===== src/rtl/ic_74148_pkg.sv =====
`default_nettype none
// ============================================================================
// Module  : ic_74148_pkg
// Purpose : Shared types, constants and helpers for the latched 74148-style
//           8-to-3 priority encoder.
// Contents: state_t  - handshake FSM states (IDLE, HOLD, RELEASE)
//           N_REQ    - number of request lines (8)
//           CODE_W   - width of the encoded index (3)
//           highest_low_idx() - index of the highest-numbered low bit
// Revision: 1.0 - initial release
// ============================================================================
package ic_74148_pkg;

  localparam int N_REQ  = 8;
  localparam int CODE_W = 3;

  typedef enum logic [1:0] {
    IDLE    = 2'd0,
    HOLD    = 2'd1,
    RELEASE = 2'd2
  } state_t;

  // Scans upward so the last hit wins: the highest-numbered low bit has
  // priority. Returns 0 for an all-high vector; callers qualify separately.
  function automatic logic [CODE_W-1:0] highest_low_idx(input logic [N_REQ-1:0] req_n);
    logic [CODE_W-1:0] idx;
    idx = '0;
    for (int k = 0; k < N_REQ; k++) begin
      if (!req_n[k]) idx = CODE_W'(k);
    end
    return idx;
  endfunction

endpackage
`default_nettype wire


===== src/rtl/sync_ff.sv =====
`default_nettype none
// ============================================================================
// Module  : sync_ff
// Purpose : Multi-flop synchroniser for asynchronous inputs. All stages
//           reset to ones so active-low inputs read as inactive out of reset.
// Ports   : clk   - rising-edge clock
//           rst_n - asynchronous active-low reset
//           d     - asynchronous input vector [WIDTH-1:0]
//           q     - synchronised output, SYNC_STAGES clocks behind d
// Revision: 1.0 - initial release
// ============================================================================
module sync_ff #(
  parameter int WIDTH       = 1,
  parameter int SYNC_STAGES = 2
) (
  input  logic             clk,
  input  logic             rst_n,
  input  logic [WIDTH-1:0] d,
  output logic [WIDTH-1:0] q
);

  logic [WIDTH-1:0] stage [SYNC_STAGES];

  always_ff @(posedge clk or negedge rst_n) begin
    if (!rst_n) begin
      for (int k = 0; k < SYNC_STAGES; k++) stage[k] <= '1;
    end else begin
      stage[0] <= d;
      for (int k = 1; k < SYNC_STAGES; k++) stage[k] <= stage[k-1];
    end
  end

  assign q = stage[SYNC_STAGES-1];

endmodule
`default_nettype wire


===== src/rtl/ic_74148_latched.sv =====
`default_nettype none
// ============================================================================
// Module  : ic_74148_latched
// Purpose : Registered 8-to-3 priority encoder with 74148-style active-low
//           pins. Synchronises the request/enable lines, latches the code of
//           the highest active request and offers it with a valid/ack
//           handshake. After ack it waits for the captured line to release
//           before re-arming. gs_n/eo_n are registered for cascading.
// Ports   : clk   - rising-edge clock
//           rst_n - asynchronous active-low reset
//           ei_n  - enable input, active-low, asynchronous
//           i_n   - request lines [7:0], active-low, asynchronous, 7 highest
//           ack   - consumer acknowledge, level-sampled
//           a_n   - latched code [2:0], active-low
//           valid - a_n holds an unacknowledged code
//           gs_n  - group select (enabled and some request low)
//           eo_n  - enable output (enabled and no request low)
// Options : define IC_74148_DEBOUNCE_EN to require the synchronised request
//           vector to be stable for DEB_CYCLES edges before capture.
// Revision: 1.0 - initial release
// ============================================================================
module ic_74148_latched
  import ic_74148_pkg::*;
#(
  parameter int SYNC_STAGES = 2,
  parameter int DEB_CYCLES  = 4
) (
  input  logic              clk,
  input  logic              rst_n,
  input  logic              ei_n,
  input  logic [N_REQ-1:0]  i_n,
  input  logic              ack,
  output logic [CODE_W-1:0] a_n,
  output logic              valid,
  output logic              gs_n,
  output logic              eo_n
);

  if (SYNC_STAGES < 2 || SYNC_STAGES > 4 || DEB_CYCLES < 1) begin : g_param_check
    $error("ic_74148_latched: SYNC_STAGES must be 2..4 and DEB_CYCLES >= 1");
  end

  // Enable and requests share one synchroniser so they stay cycle-aligned.
  logic [N_REQ:0]     sync_q;
  logic               s_ei_n;
  logic [N_REQ-1:0]   s_i_n;

  sync_ff #(
    .WIDTH       (N_REQ + 1),
    .SYNC_STAGES (SYNC_STAGES)
  ) u_sync (
    .clk   (clk),
    .rst_n (rst_n),
    .d     ({ei_n, i_n}),
    .q     (sync_q)
  );

  assign s_ei_n = sync_q[N_REQ];
  assign s_i_n  = sync_q[N_REQ-1:0];

  logic any_req;
  logic qualify;
  logic capture_ok;

  assign any_req = (s_i_n != '1);
  assign qualify = !s_ei_n && any_req;

`ifdef IC_74148_DEBOUNCE_EN
  localparam int CNT_W = $clog2(DEB_CYCLES + 1);
  localparam logic [CNT_W-1:0] CNT_MAX = CNT_W'(DEB_CYCLES);

  logic [N_REQ-1:0] prev_i_n;
  logic [CNT_W-1:0] deb_cnt;

  // Counter restarts on any change of the vector or loss of qualification
  // and saturates at DEB_CYCLES; capture waits for saturation.
  always_ff @(posedge clk or negedge rst_n) begin
    if (!rst_n) begin
      prev_i_n <= '1;
      deb_cnt  <= '0;
    end else begin
      prev_i_n <= s_i_n;
      if (!qualify || (s_i_n != prev_i_n)) deb_cnt <= '0;
      else if (deb_cnt != CNT_MAX)         deb_cnt <= deb_cnt + 1'b1;
    end
  end

  assign capture_ok = qualify && (deb_cnt == CNT_MAX);
`else
  assign capture_ok = qualify;
`endif

  // Cascade outputs follow the synchronised inputs every cycle.
  always_ff @(posedge clk or negedge rst_n) begin
    if (!rst_n) begin
      gs_n <= 1'b1;
      eo_n <= 1'b1;
    end else begin
      gs_n <= !(!s_ei_n && any_req);
      eo_n <= !(!s_ei_n && !any_req);
    end
  end

  // Handshake FSM
  state_t              state, state_next;
  logic [CODE_W-1:0]   cap_idx, cap_idx_next;
  logic [CODE_W-1:0]   a_n_next;
  logic                valid_next;

  always_ff @(posedge clk or negedge rst_n) begin
    if (!rst_n) begin
      state   <= IDLE;
      cap_idx <= '0;
      a_n     <= '1;
      valid   <= 1'b0;
    end else begin
      state   <= state_next;
      cap_idx <= cap_idx_next;
      a_n     <= a_n_next;
      valid   <= valid_next;
    end
  end

  always_comb begin
    state_next   = state;
    cap_idx_next = cap_idx;
    a_n_next     = a_n;
    valid_next   = valid;
    case (state)
      IDLE: begin
        if (capture_ok) begin
          cap_idx_next = highest_low_idx(s_i_n);
          a_n_next     = ~cap_idx_next;
          valid_next   = 1'b1;
          state_next   = HOLD;
        end
      end
      HOLD: begin
        // Losing the enable outranks an acknowledge in the same cycle.
        if (s_ei_n) begin
          valid_next = 1'b0;
          state_next = IDLE;
        end else if (ack) begin
          valid_next = 1'b0;
          state_next = RELEASE;
        end
      end
      RELEASE: begin
        // Re-arm only once the captured line itself has gone inactive, so a
        // held request is not reported twice.
        if (s_ei_n || s_i_n[cap_idx]) state_next = IDLE;
      end
      default: begin
        valid_next = 1'b0;
        state_next = IDLE;
      end
    endcase
  end

endmodule
`default_nettype wire


===== config.mk =====
export PLATFORM = sky130hd
export DESIGN_NAME = ic_74148_latched
export DESIGN_NICKNAME = d
export VERILOG_FILES = /design/src/rtl/ic_74148_pkg.sv /design/src/rtl/sync_ff.sv /design/src/rtl/ic_74148_latched.sv
export SDC_FILE = /design/constraint.sdc
export NUM_CORES = 1
export LEC_CHECK = 0
export BUFFER_PORTS_ARGS = -buffer_cell sky130_fd_sc_hd__buf_2
export CORE_MARGIN = 4
export CORE_UTILIZATION = 52
export DETAILED_ROUTE_END_ITERATION = 10
export PLACE_DENSITY = 0.73
export SETUP_SLACK_MARGIN = 0.02
export SLEW_MARGIN = 20
export SYNTH_ARGS = -nofsm -noshare
export SYNTH_HDL_FRONTEND = slang
export SYNTH_SLANG_ARGS = --single-unit

===== constraint.sdc =====
create_clock -name clk -period 2.1 [get_ports clk]
set_clock_uncertainty 0.2 [all_clocks]
set_input_delay 0.42 -clock clk [delete_from_list [all_inputs] [get_ports clk]]
set_output_delay 0.42 -clock clk [all_outputs]
set_load 0.01 [all_outputs]

=== Yosys cells after proc, flatten, opt, wreduce, memory -nomap -nowiden ===
Cells that the tools add are included.

* Bits in registers: 29
* Bits of input ports: 12
* Output and inout bits: 6
* Logic and storage cells: 48

* Order comparisons: 1
* Eq/ne operators: 6
* Multiplexer cells: 20
* Bitwise operators: 2
* Reductions and logical operators: 11

{| class="wikitable"
|+ Operator list
! cell !! count
|-
| $mux 3 || 8
|-
| $mux 2 || 4
|-
| $ne 8x8->1 const B || 1
|-
| $pmux 2 s3 || 1
|-
| $reduce_and 3->1 || 2
|-
| $mux 1 || 5
|-
| $logic_not 1->1 || 4
|-
| $lt 3x4->1 const B || 1
|-
| $ne 2x2->1 const B || 2
|-
| $bmux 1 s3 || 1
|-
| $ne 3x2->1 const B || 1
|-
| $not 3->3 || 1
|-
| $pmux 1 s3 || 1
|-
| $eq 2x1->1 const B || 1
|-
| $eq 2x2->1 const B || 1
|-
| $logic_and 1x1->1 || 2
|-
| $logic_not 2->1 || 1
|-
| $reduce_and 2->1 || 1
|-
| $logic_or 1x1->1 || 1
|-
| $not 1->1 || 1
|}

=== Logic depth before layout (Yosys ltp) ===
* Depth after elaboration: 10
* Gate-level depth with buffers: 4
* Mapped depth without buffers: 4

=== Modules after synthesis ===
From an unflattened synthesis, not the netlist that was laid out.

* Cells, all modules: 78
* Area, all modules: 1106.1 um^2

{| class="wikitable"
|+ Modules (own cells, without submodules)
! module !! instances !! cells an instance !! area an instance (um^2) !! sequential area each (um^2)
|-
| ic_74148_latched || 1 || 51 || 565.5 || 281.5
|-
| sync_ff || 1 || 27 || 540.5 || 473.0
|}

=== Worst setup path after synthesis ===
OpenSTA, ideal clock, no wires.

* Path kind: register to register
* From: reg u_sync.stage (netlist bit u_sync.q[3])
* To: reg cap_idx[2]
* Library setup time: 0.125 ns
* Arrival time: 1.336 ns
* Data required time: 1.775 ns
* Setup slack: 0.439 ns
* Stages on the path, launching flop included: 4
* Buffers on the path: 0
* Period minus slack after synthesis: 1.661 ns
* Cells stage by stage: dfstp_2 nand4_1 o21ai_2 mux2_4

* Longest elaborated chain between the ends: 7
* Elaborated cells on any way between the ends: 10
* Classes of those cells: 1 x eq/ne; 7 x mux; 2 x reduce/logical

{| class="wikitable"
|+ RTL lines
! item !! RTL line !! source
|-
| from (decl) || sync_ff.sv:22 || <nowiki>logic [WIDTH-1:0] stage [SYNC_STAGES];</nowiki>
|-
| $mux 3 (5 in series) || ic_74148_pkg.sv:29 || <nowiki>if (!req_n[k]) idx = CODE_W'(k);</nowiki>
|-
| $mux 3 || ic_74148_latched.sv:131 || <nowiki>if (capture_ok) begin</nowiki>
|-
| $mux 3 || ic_74148_latched.sv:129 || <nowiki>case (state)</nowiki>
|-
| to (signal assigned) || ic_74148_latched.sv:118 || <nowiki>cap_idx <= cap_idx_next;</nowiki>
|-
| to (decl) || ic_74148_latched.sv:106 || <nowiki>logic [CODE_W-1:0] cap_idx, cap_idx_next;</nowiki>
|}

Several ways; a longest one is shown, not always the timed one. The select of a mux whose other input is x is not followed.
A chain may end at the register's enable or synchronous reset.

=== Worst setup path after layout ===
Same ends and word-level chain as after synthesis.

==> impl_metrics.csv <==
group,metric,value,unit
synthesis,synth_enable_flop_cells,0,
clock_tree,htree_levels,2,
detailed_routing,vias,643,
detailed_routing,wl_per_cell,13.16,um
detailed_routing,wirelength,1.685,mm
critical_path,cp.required,2.11,ns
finish,antennaDiodeCount,0,
clock_tree,clk-insertion-delay-late,0.32,ns
detailed_routing,highest_layer,"met4",
detailed_routing,vias_per_cell,5.023,
place,dp_hpwl,1.060,mm
detailed_routing,met3_length,110,um
synthesis,ys_ff_latch,29,
detailed_routing,drtIter0Drc,5,
outcome,outcome,"finished, final reports clean",
floorplanning,dieHeight,53.04,um
finish,fillCellCount,151,
synthesis,syn-cell-area,0.001055,mm2
detailed_routing,drtAntennaViolNets,0,
synthesis,synth-warning-count,0,
sta,hold_ws,0.1536,ns
synthesis,synth_cells,66,
clock_tree,clk_pin_slew_worst_paths,0.10,ns
sta,final-hold-violation-count,0,
sta,timing.fmax,558.8,MHz
power_and_ir_drop,ir_drop,0.6780,mV
place,io_buffers,17,
sta,period_needed,1.789,ns
synthesis,synthFlopType,"dfstp_2",
floorplanning,ios,18,
critical_path,critPathKind,"flop to flop",
sta,setup_viol,0,
flow_run,cap_viol_max_count,0,
floorplanning,num_rows,16,
detailed_routing,wl_met2,866,um
synthesis,yosysSeqAreaShare,71.53,%
detailed_routing,met1Wirelength,672,um
finish,areaGrowthSynthToFinish,26.45,%
synthesis,async_flop_share,100.0,%
critical_path,crit_path_cell_trace,"nand4_1 > o21ai_2 > mux2_4",
grt,grt_usage,16.23,%
critical_path,startpoint_type,"flop",
sta,fin_ws,0.3106,ns
critical_path,crit_slowest_cell,"dfstp_2",
sta,timing.setup.tns,0,ns
sta,min_period_over_period,85.21,%
floorplanning,die_w,53.04,um
grt,grt_overflow_total,0,
power_and_ir_drop,finalPower,1091,uW
detailed_routing,drc,0,
worst_hold_path,worstHoldStart,"u_sync.stage[14]$_DFF_PN1_",
synthesis,syn_nets,78,
sta,max-slew-margin-rel,60.46,%
floorplanning,initial_utilization,54.32,%
critical_path,crit_path_max_fanout,9,
clock_tree,cts_buffers,5,
critical_path,ff2ff_path_depth,3,
place,pre_cts_ws,0.3323,ns
worst_hold_path,holdPathEnd,"u_sync.q[5]$_DFF_PN1_",
sta,rsz0062_at_grt,"no",
sta,drv_slew,0,
critical_path,critPathLaunch,"u_sync.q[3]$_DFF_PN1_",
critical_path,max_stage_delay,0.57,ns
clock_tree,clock-sinks,29,
place,dpl-instance-area,0.001174,mm2
worst_hold_path,hp-class,"flop to flop",
critical_path,path_buf_inv,0,
floorplanning,core_area,0.001942,mm2
power_and_ir_drop,p_leak,0.0005630,uW
clock_tree,cts_setup_buffers,0,
grt,grt_pass1_vias,667,
critical_path,end_kind,"flop",
critical_path,arrival,1.80,ns
grt,antenna_found_initial,0,
sta,worst_slew_pin_slew,0.5932,ns
grt,grt_pass1_wl,2.967,mm
clock_tree,cts_buffer_depth,2,
finish,layout.nets,112,
finish,drive_gt1_share,54.46,%
place,routabilityCongestion,0.7809,
detailed_routing,first_pass_iters,4,
critical_path,rrSetupSlack,0.31,ns
worst_hold_path,hold_depth,0,
critical_path,crit_family,"flip-flops",
critical_path,r2r_end,"cap_idx[2]$_DFFE_PN0P_",
clock_tree,cts_tree,"yes",
synthesis,synth.avg_cell_area,15.98,um2
floorplanning,die_area,0.002813,mm2
power_and_ir_drop,power.density,818.3,mW/mm2
synthesis,netlist-cell-type-count,27,
critical_path,timing.rr.start,"u_sync.q[3]$_DFF_PN1_",
finish,fin_area,0.001334,mm2
clock_tree,clk_root_buffer_cell,"clkbuf_4",
grt,grt_start_max_net_pins,30,
[report_power, final]
part	internal, uW	switching, uW
clock	129	203
sequential	618	29.7
combinational	62.8	49.0
total	810	282
[layer usage]
metal,vias to the layer above,global-route usage (%)
met5,-,0
met4,0,7.660
met3,5,9.014
met2,19,25.00
met1,313,18.13
li1,306,-
[cell type report]
type	instances	area [um2]	area share, %
flip-flops and latches	29	754.5	56.57
multi-input cells	34	289.0	21.67
repair buffers	27	185.2	13.88
clock buffers	5	37.54	2.814
well taps	27	33.78	2.533
clock inverters	3	22.52	1.689
inverters	3	11.26	0.8443
[cell usage after synthesis (2+ instances only)]
master / number / share of area, %
a21oi_1: 2 / 0.95
a31oi_1: 2 / 1.2
dfrtp_1: 6 / 14
dfstp_2: 23 / 57
inv_1: 2 / 0.71
mux4_1: 2 / 5.0
nand2_1: 3 / 1.1
nand3b_1: 3 / 2.1
nor2_1: 2 / 0.71
nor2b_1: 2 / 1.2
o21ai_0: 3 / 1.4
[logic make-up (layout without fill, tap and decap cells)]
logic type,Yosys count,count (layout),share of synthesized area (%)
compound gates,14,14,9.135
mux,4,4,7.354
buf+inv,3,38,1.068
flops,29,29,71.53
simple gates,16,16,10.91
[through the flow]
stage,instances,util (%)
after detailed placement,110,60.44
after floorplan,66,-
after CTS,128,68.69
after global routing,128,68.69
final,128,68.69
after global placement,110,60.44
[sequential cells by signal, indices dropped and copies added (netlist names)]
signal        cells
state             2
valid             1
u_sync.q          9
eo_n              1
a_n               3
cap_idx           3
gs_n              1
u_sync.stage      9
[layout by cell type (no fill, tap or decap), drive strengths merged, types with 2 or more instances in the layout]
master       instances
inv                  3
dlygate4sd3         10
clkbuf               5
buf                 17
nand2                3
o21ai                4
nand3b               3
nor2b                2
a21oi                3
dfstp               23
nor2                 2
dfrtp                6
a31oi                2
clkinvlp             3
mux4                 2
nand4                2
[worst max path at each step]
stage / to / slack (ns) / cells past startpoint
floorplan: cap_idx[2]$_DFFE_PN0P_ / 0.44 / 3
global placement: cap_idx[2]$_DFFE_PN0P_ / 0.36 / 3
detailed placement: cap_idx[2]$_DFFE_PN0P_ / 0.33 / 3
CTS: cap_idx[2]$_DFFE_PN0P_ / 0.31 / 3
global route: cap_idx[2]$_DFFE_PN0P_ / 0.21 / 3
finish: cap_idx[2]$_DFFE_PN0P_ / 0.31 / 3
[timing repair]
action | CTS | global route
hold endpoints to repair | 15 | 0
resized for setup | 0 | 0
hold buffers | 10 | 0
No activity file was read; power rests on OpenSTA's default activity.
